[config.mk]
export PLATFORM = sky130hd
export DESIGN_NAME = dtc_prescan_flat
export DESIGN_NICKNAME = d
export VERILOG_FILES = /design/src/rtl/dtc_pkg.sv /design/src/rtl/dtc_prescan_if.sv /design/src/rtl/dtc_sfifo.sv /design/src/rtl/dtc_prescan.sv /design/src/flat_wrapper.sv
export SDC_FILE = /design/constraint.sdc
export NUM_CORES = 1
export LEC_CHECK = 0
export BUFFER_PORTS_ARGS = -buffer_cell sky130_fd_sc_hd__buf_2
export CAP_MARGIN = 20
export CELL_PAD_IN_SITES_DETAIL_PLACEMENT = 1
export CELL_PAD_IN_SITES_GLOBAL_PLACEMENT = 2
export CORE_UTILIZATION = 39
export DETAILED_ROUTE_END_ITERATION = 12
export GPL_ROUTABILITY_DRIVEN = 1
export PLACE_DENSITY = 0.82
export SYNTH_ARGS = -nofsm -noshare
export SYNTH_HDL_FRONTEND = slang
export SYNTH_SLANG_ARGS = --single-unit
export TNS_END_PERCENT = 20
[constraint.sdc]
create_clock -name clk -period 2.9 [get_ports clk]
set_input_delay 0 -clock clk [delete_from_list [all_inputs] [get_ports clk]]
set_output_delay 0 -clock clk [all_outputs]
set_load 0.01 [all_outputs]
[src/rtl/dtc_pkg.sv]
// Shared definitions for the DTC prescan block: parameter defaults, FSM state
// type, class label type and output FIFO geometry.
package dtc_pkg;

    localparam int unsigned FEAT_W_DEF = 8;
    localparam int unsigned CLS_W_DEF  = 2;

    // Output FIFO geometry
    localparam int unsigned FIFO_DEPTH = 4;
    localparam int unsigned FIFO_PTR_W = 2;
    localparam int unsigned FIFO_CNT_W = 3;

    typedef enum logic [1:0] {
        ST_IDLE  = 2'd0,
        ST_SCAN  = 2'd1,
        ST_DRAIN = 2'd2,
        ST_DONE  = 2'd3
    } state_t;

    typedef logic [CLS_W_DEF-1:0] cls_t;

endpackage

[src/rtl/dtc_prescan_if.sv]
// Output stream of matching feature vectors.
//   m_valid_o : data available (master -> slave)
//   m_ready_i : sink accepts   (slave -> master)
//   m_data_o  : feature vector (master -> slave)
interface dtc_prescan_if #(
    parameter int unsigned FEAT_W = 8
) ();
    logic              m_valid_o;
    logic              m_ready_i;
    logic [FEAT_W-1:0] m_data_o;

    modport master (output m_valid_o, output m_data_o, input m_ready_i);
    modport slave  (input m_valid_o, input m_data_o, output m_ready_i);
endinterface

[src/rtl/dtc_sfifo.sv]
// Four-entry synchronous FIFO holding matched candidates.
//   clk, rst_n : clock, synchronous active-low reset (discards contents)
//   push/wdata : write side; push is ignored while full
//   pop/rdata  : read side; rdata is the head entry, pop ignored while empty
//   full, empty, count : occupancy status
module dtc_sfifo
    import dtc_pkg::*;
#(
    parameter int unsigned W = 8
) (
    input  logic                  clk,
    input  logic                  rst_n,
    input  logic                  push,
    input  logic                  pop,
    input  logic [W-1:0]          wdata,
    output logic [W-1:0]          rdata,
    output logic                  full,
    output logic                  empty,
    output logic [FIFO_CNT_W-1:0] count
);

    logic [W-1:0]          mem_q [FIFO_DEPTH];
    logic [FIFO_PTR_W-1:0] wr_ptr_q;
    logic [FIFO_PTR_W-1:0] rd_ptr_q;
    logic [FIFO_CNT_W-1:0] cnt_q;
    logic                  do_push;
    logic                  do_pop;

    assign do_push = push && !full;
    assign do_pop  = pop && !empty;

    // Storage array needs no reset; occupancy tracking decides validity
    always_ff @(posedge clk) begin
        if (do_push) begin
            mem_q[wr_ptr_q] <= wdata;
        end
    end

    // Pointers and occupancy; simultaneous push and pop keep the count
    always_ff @(posedge clk) begin
        if (!rst_n) begin
            wr_ptr_q <= '0;
            rd_ptr_q <= '0;
            cnt_q    <= '0;
        end else begin
            if (do_push) begin
                wr_ptr_q <= wr_ptr_q + FIFO_PTR_W'(1);
            end
            if (do_pop) begin
                rd_ptr_q <= rd_ptr_q + FIFO_PTR_W'(1);
            end
            case ({do_push, do_pop})
                2'b10:   cnt_q <= cnt_q + FIFO_CNT_W'(1);
                2'b01:   cnt_q <= cnt_q - FIFO_CNT_W'(1);
                default: cnt_q <= cnt_q;
            endcase
        end
    end

    assign rdata = mem_q[rd_ptr_q];
    assign full  = (cnt_q == FIFO_CNT_W'(FIFO_DEPTH));
    assign empty = (cnt_q == '0);
    assign count = cnt_q;

endmodule

[src/rtl/dtc_prescan.sv]
// Exhaustive prescan: walks every FEAT_W-bit candidate through an external
// classifier and streams out, in ascending order, those whose label equals
// the requested target class.
//   clk, rst_n   : clock, synchronous active-low reset
//   start_i      : one-cycle scan request (honoured in IDLE only)
//   target_i     : class to search for, captured on accepted start
//   feat_o       : candidate presented to the classifier
//   cls_i        : classifier label for feat_o of LAT cycles earlier
//   m_if         : matched-vector output stream (master side)
//   match_cnt_o  : beats accepted downstream in the current/last scan
//   busy_o       : scan in progress
//   done_o       : one-cycle end-of-scan pulse
//   hist_o       : per-class label counts, only with DTC_PRESCAN_HIST_EN
module dtc_prescan
    import dtc_pkg::*;
#(
    parameter int unsigned FEAT_W = FEAT_W_DEF,
    parameter int unsigned CLS_W  = CLS_W_DEF,
    parameter int unsigned LAT    = 0
) (
    input  logic              clk,
    input  logic              rst_n,
    input  logic              start_i,
    input  logic [CLS_W-1:0]  target_i,
    output logic [FEAT_W-1:0] feat_o,
    input  logic [CLS_W-1:0]  cls_i,
    dtc_prescan_if.master     m_if,
    output logic [FEAT_W:0]   match_cnt_o,
    output logic              busy_o,
    output logic              done_o
`ifdef DTC_PRESCAN_HIST_EN
    ,
    output logic [3:0][FEAT_W:0] hist_o
`endif
);

    localparam int unsigned CNT_W = FEAT_W + 1;

    state_t                state_q;
    state_t                state_d;
    logic [FEAT_W-1:0]     cand_q;
    logic [FEAT_W-1:0]     pipe_cand_q;
    logic                  pipe_v_q;
    logic [CLS_W-1:0]      target_q;
    logic [CNT_W-1:0]      match_cnt_q;
    logic                  busy_q;
    logic                  done_q;
    logic                  busy_d;
    logic                  done_d;
    logic                  inflight;
    logic                  issue;
    logic                  ret_v;
    logic [FEAT_W-1:0]     ret_cand;
    logic                  push;
    logic                  pop;
    logic                  cand_last;
    logic                  drain_empty;
    logic                  start_acc;
    logic                  fifo_full;
    logic                  fifo_empty;
    logic [FIFO_CNT_W-1:0] fifo_cnt;
    logic [FIFO_CNT_W-1:0] fifo_free;

    // Only issue when every in-flight label is guaranteed a FIFO slot
    assign inflight    = (LAT == 0) ? 1'b0 : pipe_v_q;
    assign fifo_free   = FIFO_CNT_W'(FIFO_DEPTH) - fifo_cnt;
    assign issue       = (state_q == ST_SCAN) && !fifo_full
                         && (fifo_free > FIFO_CNT_W'(inflight));
    assign ret_v       = (LAT == 0) ? issue : pipe_v_q;
    assign ret_cand    = (LAT == 0) ? cand_q : pipe_cand_q;
    assign push        = ret_v && (cls_i == target_q);
    assign pop         = m_if.m_valid_o && m_if.m_ready_i;
    assign cand_last   = &cand_q;
    assign start_acc   = (state_q == ST_IDLE) && start_i;
    // FIFO empty after this cycle's pop; lets DONE follow the last beat directly
    assign drain_empty = !inflight
                         && ((fifo_cnt == '0) || ((fifo_cnt == FIFO_CNT_W'(1)) && pop));

    // State register
    always_ff @(posedge clk) begin
        if (!rst_n) begin
            state_q <= ST_IDLE;
        end else begin
            state_q <= state_d;
        end
    end

    // Next-state logic
    always_comb begin
        state_d = state_q;
        case (state_q)
            ST_IDLE:  if (start_i) state_d = ST_SCAN;
            ST_SCAN:  if (issue && cand_last) state_d = ST_DRAIN;
            ST_DRAIN: if (drain_empty) state_d = ST_DONE;
            ST_DONE:  state_d = ST_IDLE;
            default:  state_d = ST_IDLE;
        endcase
    end

    // Output decode, registered below so status lines align with the state
    always_comb begin
        busy_d = 1'b0;
        done_d = 1'b0;
        if ((state_d == ST_SCAN) || (state_d == ST_DRAIN)) begin
            busy_d = 1'b1;
        end
        if (state_d == ST_DONE) begin
            done_d = 1'b1;
        end
    end

    // Candidate counter, label pipeline, match counter and status flops
    always_ff @(posedge clk) begin
        if (!rst_n) begin
            cand_q      <= '0;
            pipe_cand_q <= '0;
            pipe_v_q    <= 1'b0;
            target_q    <= '0;
            match_cnt_q <= '0;
            busy_q      <= 1'b0;
            done_q      <= 1'b0;
        end else begin
            busy_q      <= busy_d;
            done_q      <= done_d;
            pipe_v_q    <= issue;
            pipe_cand_q <= cand_q;
            if (start_acc) begin
                target_q    <= target_i;
                cand_q      <= '0;
                match_cnt_q <= '0;
            end else begin
                // Last candidate is never wrapped back to zero
                if (issue && !cand_last) begin
                    cand_q <= cand_q + FEAT_W'(1);
                end
                if (pop) begin
                    match_cnt_q <= match_cnt_q + CNT_W'(1);
                end
            end
        end
    end

    dtc_sfifo #(
        .W (FEAT_W)
    ) u_fifo (
        .clk   (clk),
        .rst_n (rst_n),
        .push  (push),
        .pop   (pop),
        .wdata (ret_cand),
        .rdata (m_if.m_data_o),
        .full  (fifo_full),
        .empty (fifo_empty),
        .count (fifo_cnt)
    );

    assign m_if.m_valid_o = !fifo_empty;
    assign feat_o         = cand_q;
    assign match_cnt_o    = match_cnt_q;
    assign busy_o         = busy_q;
    assign done_o         = done_q;

`ifdef DTC_PRESCAN_HIST_EN
    logic [3:0][FEAT_W:0] hist_q;

    // One count per returned label, indexed by class
    always_ff @(posedge clk) begin
        if (!rst_n) begin
            hist_q <= '0;
        end else if (start_acc) begin
            hist_q <= '0;
        end else if (ret_v) begin
            hist_q[cls_i[1:0]] <= hist_q[cls_i[1:0]] + CNT_W'(1);
        end
    end

    assign hist_o = hist_q;
`endif

endmodule
[src/flat_wrapper.sv]
// flat-port wrapper written by rule: the top's interface ports become plain ports
module dtc_prescan_flat import dtc_pkg::*;
#(
    parameter int unsigned FEAT_W = FEAT_W_DEF,
    parameter int unsigned CLS_W  = CLS_W_DEF,
    parameter int unsigned LAT    = 0
)
  (clk, rst_n, start_i, target_i, feat_o, cls_i, match_cnt_o, busy_o, done_o, m_if_m_valid_o, m_if_m_data_o, m_if_m_ready_i);
  dtc_prescan_if #(.FEAT_W(FEAT_W)) m_if_i ();
  input  logic clk;
  input  logic rst_n;
  input  logic start_i;
  input  logic [CLS_W-1:0] target_i;
  output logic [FEAT_W-1:0] feat_o;
  input  logic [CLS_W-1:0] cls_i;
  output logic [FEAT_W:0] match_cnt_o;
  output logic busy_o;
  output logic done_o;
  output wire logic [$bits(m_if_i.m_valid_o)-1:0] m_if_m_valid_o;
  output wire logic [$bits(m_if_i.m_data_o)-1:0] m_if_m_data_o;
  input wire logic [$bits(m_if_i.m_ready_i)-1:0] m_if_m_ready_i;
  assign m_if_m_valid_o = m_if_i.m_valid_o;
  assign m_if_m_data_o = m_if_i.m_data_o;
  assign m_if_i.m_ready_i = m_if_m_ready_i;
  dtc_prescan #(.FEAT_W(FEAT_W), .CLS_W(CLS_W), .LAT(LAT)) u_core (.clk(clk), .rst_n(rst_n), .start_i(start_i), .target_i(target_i), .feat_o(feat_o), .cls_i(cls_i), .m_if(m_if_i), .match_cnt_o(match_cnt_o), .busy_o(busy_o), .done_o(done_o));
endmodule
Yosys cells after proc, flatten, opt, wreduce, memory -nomap -nowiden. Memories as Yosys holds them, arrays and structs flattened. A register that Yosys moved wholly into a read port is not among the register bits. Index checks and enable logic that the tools add are counted.

Input port bits: 8. Flip-flop bits (word level): 30. Memories: 1. Bits in writable memories: 32.

Memory list: u_core.u_fifo.mem_q (words 4, width 8, rd ports 1, clocked after Yosys merged registers in 1, write ports 1, line dtc_sfifo.sv:22) `logic [W-1:0] mem_q [FIFO_DEPTH];`.

Equality and inequality tests: 11. Reductions and logical operators: 20. $lt $le $gt $ge: 1. Bitwise logic cells: 1. Mux-type cells: 11. $add $sub $neg: 7.

Operators with widths (number): 2-bit == test, second input constant (5); 1-bit logical AND (10); 2-bit two-way mux (5); 9-bit by 1-bit adder with 9-bit output, second input constant (1); 8-bit by 1-bit adder with 8-bit output, second input constant (1); 2-bit one-hot mux with 4 select lines (1); 8-bit AND reduction (1); 2-bit by 1-bit == test with 1-bit output, second input constant (3); 3-bit one-hot mux with 2 select lines (1); 2-bit by 1-bit adder with 2-bit output, second input constant (2); 1-bit two-way mux (4); 3-bit by 1-bit adder with 3-bit output, second input constant (1); 3-bit by 1-bit == test with 1-bit output, second input constant (1); 3-bit == test, second input constant (1); 3-bit by 1-bit greater-than comparator with 1-bit output, second input constant (1); 1-bit zero test (3); 3-bit zero test (1); 3-bit by 1-bit subtractor with 3-bit output, second input constant (1); 3-bit subtractor, first input constant (1); 2-bit == test (1); 2-bit zero test (1); 1-bit logical OR (2); 2-bit nonzero test (1); 2-bit OR reduction (1); 1-bit NOT (1).

Longest topological paths before layout.
Depth in word-level cells: 10. Depth in mapped cells: 12. Depth with buffers taken out: 12.

Modules after synthesis. From an unflattened synthesis, not the netlist that was laid out.

Cell total of the unflattened synthesis: 217. Area total of the unflattened synthesis: 2760.1 um2.

Modules (own cells, without submodules): dtc_sfifo (area an instance 1644.1 um2, instances 1, cells each 96, seq. area each 1141.1 um2); dtc_prescan (area an instance 1116.1 um2, instances 1, cells each 121, seq. area each 460.4 um2).

Worst setup path after synthesis. OpenSTA, ideal clock, no wires.

Path kind: register to register. Start point: register u_core.u_fifo.cnt_q[0] (netlist: u_core.u_fifo.count[0]). End point: register u_core.u_fifo.cnt_q[2] (netlist: u_core.u_fifo.count[2]). Data arrival time: 2.307 ns. Period minus slack after synthesis: 2.377 ns. Buffers on the path: 0. Setup slack: 0.523 ns. Setup time: 0.071 ns. Stages on the path, launching flop included: 11. Cell sequence: dfxtp_1 > inv_1 > ha_1 > ha_1 > nor3b_2 > and2_1 > and3_1 > inv_1 > ha_1 > or3_1 > a21oi_1.

Longest elaborated chain between the ends: 8.

RTL lines: from (decl) (line dtc_sfifo.sv:25) `logic [FIFO_CNT_W-1:0] cnt_q;`; from (signal assigned) (line dtc_sfifo.sv:53) `2'b10: cnt_q <= cnt_q + FIFO_CNT_W'(1);`; from (signal assigned) (line dtc_sfifo.sv:54) `2'b01: cnt_q <= cnt_q - FIFO_CNT_W'(1);`; from (signal assigned) (line dtc_sfifo.sv:55) `default: cnt_q <= cnt_q;`; branches (longest 8 deep; another with 3-bit subtractor).

Several ways; the timed one is not identified. A chain may end at the register's enable or synchronous reset.

Worst setup path after layout. Ends and elaborated chain as after synthesis.

==> flow_metrics.env <==
export IMPL_reg2reg_from="u_core.u_fifo.count[0]"
export IMPL_synth_mux_area_frac=0.0874
export IMPL_first_pass_grt_wire_length_mm=8.67
export IMPL_timing_reg2reg_setup_slack_ps=260
export IMPL_yosysWarnings=0
export IMPL_grt_start_max_net_pins=17
export IMPL_synth_enable_flop_cells=32
export IMPL_worst_slew_pin_transition_ps=706
export IMPL_timing_final_crit_share=0.909
export IMPL_cp_depth=10
export IMPL_combinational_family_with_the_most_area_after_synthesis="simple AND/OR/NAND/NOR gates"
export IMPL_tritoncts="built"
export IMPL_end_of_the_worst_register_to_register_path="u_core.u_fifo.count[2]"
export IMPL_post_synth_and_or_nand_nor_area_fraction=0.139
export IMPL_fin_skew_ps=5.97
export IMPL_holdCritPathClass="in2reg"
export IMPL_timing_critical_path_arrival_ps=2900
export IMPL_global_route_congestion_overflow_total=0
export IMPL_syn_avg_cell_area_um2=12.7
export IMPL_startpoint="u_core.u_fifo.count[0]"
export IMPL_grt_setup_unrepaired="no"
export IMPL_max_cap_violations=0
export IMPL_maxSlewHeadroom=0.529
export IMPL_finished_core_util=0.480
export IMPL_synth_fa_ha_area_frac=0.0683
export IMPL_length_in_cells_of_the_worst_reg_to_reg_path=10
export IMPL_dp_hpwl_mm=3.66
export IMPL_start_util=0.404
export IMPL_finalHoldViolations=0
export IMPL_dieArea_mm2=0.00738
export IMPL_mappedNetlistNets=239
export IMPL_ordered_list_of_cells_on_the_worst_path="inv_1 -> ha_1 -> ha_1 -> nor3b_2 -> and2_1 -> and3_1 -> inv_1 -> ha_1 -> or3_1 -> a21oi_1"
export IMPL_num_antenna_cells=0
export IMPL_status="finished clean"
export IMPL_setup_tns_ps=0
export IMPL_detail_route_vias_per_cell=4.90
export IMPL_cts_buffers_inserted=9
export IMPL_cp_buffers_inverters=2
export IMPL_dr_pass1_iters=4
export IMPL_core_rowCount=30
export IMPL_end_kind="flip-flop"
export IMPL_worstSkewPairLatency_ps=340
export IMPL_routed_antenna_nets=0
export IMPL_first_global_vias=1771
export IMPL_clkSlewWorstSetupHoldPaths_ps=70
export IMPL_vias=1764
export IMPL_worstPathRequired_ps=3160
export IMPL_max_clock_freq_mhz=379
export IMPL_cp_endpoint="u_core.u_fifo.count[2]"
export IMPL_dpl_cell_area_mm2=0.00302
export IMPL_vdd_ir_drop_max_v=0.000354
export IMPL_cts_htree_levels=3
export IMPL_drcViolationCount=0
export IMPL_final_max_slew_violation_count=0
export IMPL_final_layout_size_suffix_gt1_frac=0.231
export IMPL_syn_cell_area_mm2=0.00275
export IMPL_crit_family="simple AND/OR/NAND/NOR gates"
export IMPL_yosysSeqAreaShare=0.583
export IMPL_final_fill_count=738
export IMPL_cell_with_the_largest_stage_delay_on_the_worst_path="sky130_fd_sc_hd__dfxtp_1"
export IMPL_wl_per_cell_um=14.6
export IMPL_grt_total_usage=0.158
export IMPL_route_final_wire_length_mm=5.27
export IMPL_critical_path_most_common_cell="sky130_fd_sc_hd__ha_1"
export IMPL_complex_gate_fraction_of_the_synthesized_area=0.0487
export IMPL_clock_sinks=64
export IMPL_startpoint_type="flip-flop"
export IMPL_power_leakage_nw=1.25
export IMPL_syn2layout_area_growth_pct=18.6
export IMPL_die_y_um=85.9
export IMPL_async_reset_ff_frac=0
export IMPL_ys_flop_type="sky130_fd_sc_hd__edfxtp_1"
export IMPL_power_density_mw_per_mm2=740
export IMPL_longest_clk_path_bufs=2
export IMPL_synth_seq_cells=64
export IMPL_coreArea_mm2=0.00679
export IMPL_post_cts_buffers=0
export IMPL_path_max_fanout=6
export IMPL_setup_viol_count_final=0
export IMPL_final_net_count=282
export IMPL_routability_cong=0.758
export IMPL_cts_root_buffer="sky130_fd_sc_hd__clkbuf_8"
export IMPL_portBuffers=35
export IMPL_layout_min_cycle_time_ps=2640
export IMPL_pin_count=36
export IMPL_initial_antenna_violation_count=0
export IMPL_worst_path_largest_cell_delay_ps=410
export IMPL_stdcell_area_mm2=0.00326
export IMPL_die_x_um=85.9
export IMPL_cells_after_synth=216
export IMPL_criticalPathCategory="reg2reg"
export IMPL_drtIter0Drc=47
export IMPL_synth_cell_types=38
export IMPL_synthXorXnorAreaFrac=0.0446
## cell type report
class / count / area (µm²) / share of cell area
Multi-Input combinational cell: 134 / 1070 / 0.327
Tap cell: 96 / 120 / 0.0369
Sequential cell: 64 / 1600 / 0.491
Clock buffer: 12 / 145 / 0.0445
Inverter: 10 / 37.5 / 0.0115
Clock inverter: 4 / 68.8 / 0.0211
Timing Repair Buffer: 40 / 220 / 0.0676
## sequential cells by signal, summed over array words and instances (netlist names), named ones only
name / count
u_core.u_fifo.mem_q: 32
u_core.match_cnt_o: 9
u_core.feat_o: 8
u_core.u_fifo.count: 3
u_core.state_q: 2
u_core.target_q: 2
u_core.u_fifo.rd_ptr_q: 2
u_core.u_fifo.wr_ptr_q: 2
u_core.busy_o: 1
u_core.done_o: 1
## routing by layer
layer	vias to the layer above	global-route usage	routed length, µm
li1	876	-	-
met1	852	0.194	2440
met2	28	0.258	2580
met3	8	0.0366	183
met4	0	0.0894	59
met5	-	0	0
## cells in the mapped netlist (2+ instances only)
master                     instances  area, µm²
sky130_fd_sc_hd__nand4_1           5       31.3
sky130_fd_sc_hd__inv_1            10       37.5
sky130_fd_sc_hd__a211oi_1          2       15.0
sky130_fd_sc_hd__edfxtp_1         32        961
sky130_fd_sc_hd__o21ai_0           3       15.0
sky130_fd_sc_hd__xor2_1            8       70.1
sky130_fd_sc_hd__xnor2_1           6       52.6
sky130_fd_sc_hd__buf_2             3       15.0
sky130_fd_sc_hd__o31ai_1           4       30.0
sky130_fd_sc_hd__and4_4            2       22.5
sky130_fd_sc_hd__nand3_1           7       35.0
sky130_fd_sc_hd__or3_1             4       25.0
sky130_fd_sc_hd__ha_1             15        188
sky130_fd_sc_hd__clkbuf_1          2       7.51
sky130_fd_sc_hd__and2_1            8       50.1
sky130_fd_sc_hd__nor2b_1           3       18.8
sky130_fd_sc_hd__nor2_1           20       75.1
sky130_fd_sc_hd__a21oi_1          10       50.1
sky130_fd_sc_hd__mux2i_1           6       60.1
sky130_fd_sc_hd__mux4_2            8        180
sky130_fd_sc_hd__nand2_1           8       30.0
sky130_fd_sc_hd__or4_1             3       22.5
sky130_fd_sc_hd__dfxtp_1          32        641
## tightest hold or removal path, cell delays in order
cell and delay (ps):
sky130_fd_sc_hd__buf_2 100, sky130_fd_sc_hd__nor2_1 80, sky130_fd_sc_hd__a311o_1 130, sky130_fd_sc_hd__a21oi_1 60
## power by group
group,internal (W),switching [W]
Sequential,0.000998,0.0000719
Clock,0.000504,0.000327
Combinational,0.000249,0.000262
Total,0.00175,0.000662
## per-stage QoR
step	cells	power (W)	hold WS [ps]	setup WS, ps
after floorplan	216	0.00145	122	523
after global placement	341	0.00159	240	394
after detailed placement	341	0.00160	252	256
after CTS	360	0.00245	77.5	235
after global routing	360	0.00255	139	41.8
final	360	0.00241	90.5	263
## repair_timing
item / in CTS / in global routing
hold endpoints to repair: 5 / 0
hold buffers: 3 / 0
endpoints found under the setup margin: 0 / 0
gates resized for setup: 0 / 0
## cells in the final DEF, fill, tap and decap left out, types with 2 or more instances in the layout
cell,instances
sky130_fd_sc_hd__nor2_1,20
sky130_fd_sc_hd__ha_1,15
sky130_fd_sc_hd__dfxtp_1,32
sky130_fd_sc_hd__mux4_2,8
sky130_fd_sc_hd__edfxtp_1,32
sky130_fd_sc_hd__or3_1,4
sky130_fd_sc_hd__nand4_1,5
sky130_fd_sc_hd__bufinv_16,2
sky130_fd_sc_hd__o31ai_1,4
sky130_fd_sc_hd__a21oi_1,10
sky130_fd_sc_hd__clkbuf_1,2
sky130_fd_sc_hd__inv_1,10
sky130_fd_sc_hd__xor2_1,8
sky130_fd_sc_hd__nand3_1,7
sky130_fd_sc_hd__nand2_1,8
sky130_fd_sc_hd__o21ai_0,3
sky130_fd_sc_hd__clkbuf_8,10
sky130_fd_sc_hd__and4_4,2
sky130_fd_sc_hd__and2_1,8
sky130_fd_sc_hd__a211oi_1,2
sky130_fd_sc_hd__buf_4,2
sky130_fd_sc_hd__xnor2_1,6
sky130_fd_sc_hd__mux2i_1,6
sky130_fd_sc_hd__dlygate4sd3_1,3
sky130_fd_sc_hd__nor2b_1,3
sky130_fd_sc_hd__buf_2,35
sky130_fd_sc_hd__or4_1,3
## logic make-up after synthesis
kind of cell,count (synthesis)
buf+inv,18
flops,64
simple gates,69
xor+xnor,14
fa+ha+maj,15
mux,14
compound gates,22
## how the worst min path moves through the flow
| stage | from | to | cells past startpoint |
|---|---|---|---|
| floorplan | rst_n | u_core.busy_o | 1 |
| global placement | target_i[0] | u_core.target_q[0] | 3 |
| detailed placement | target_i[0] | u_core.target_q[0] | 3 |
| CTS | start_i | u_core.state_q[0] | 4 |
| global route | start_i | u_core.state_q[0] | 4 |
| finish | start_i | u_core.state_q[0] | 4 |
Power figures use the tool's default switching activity.
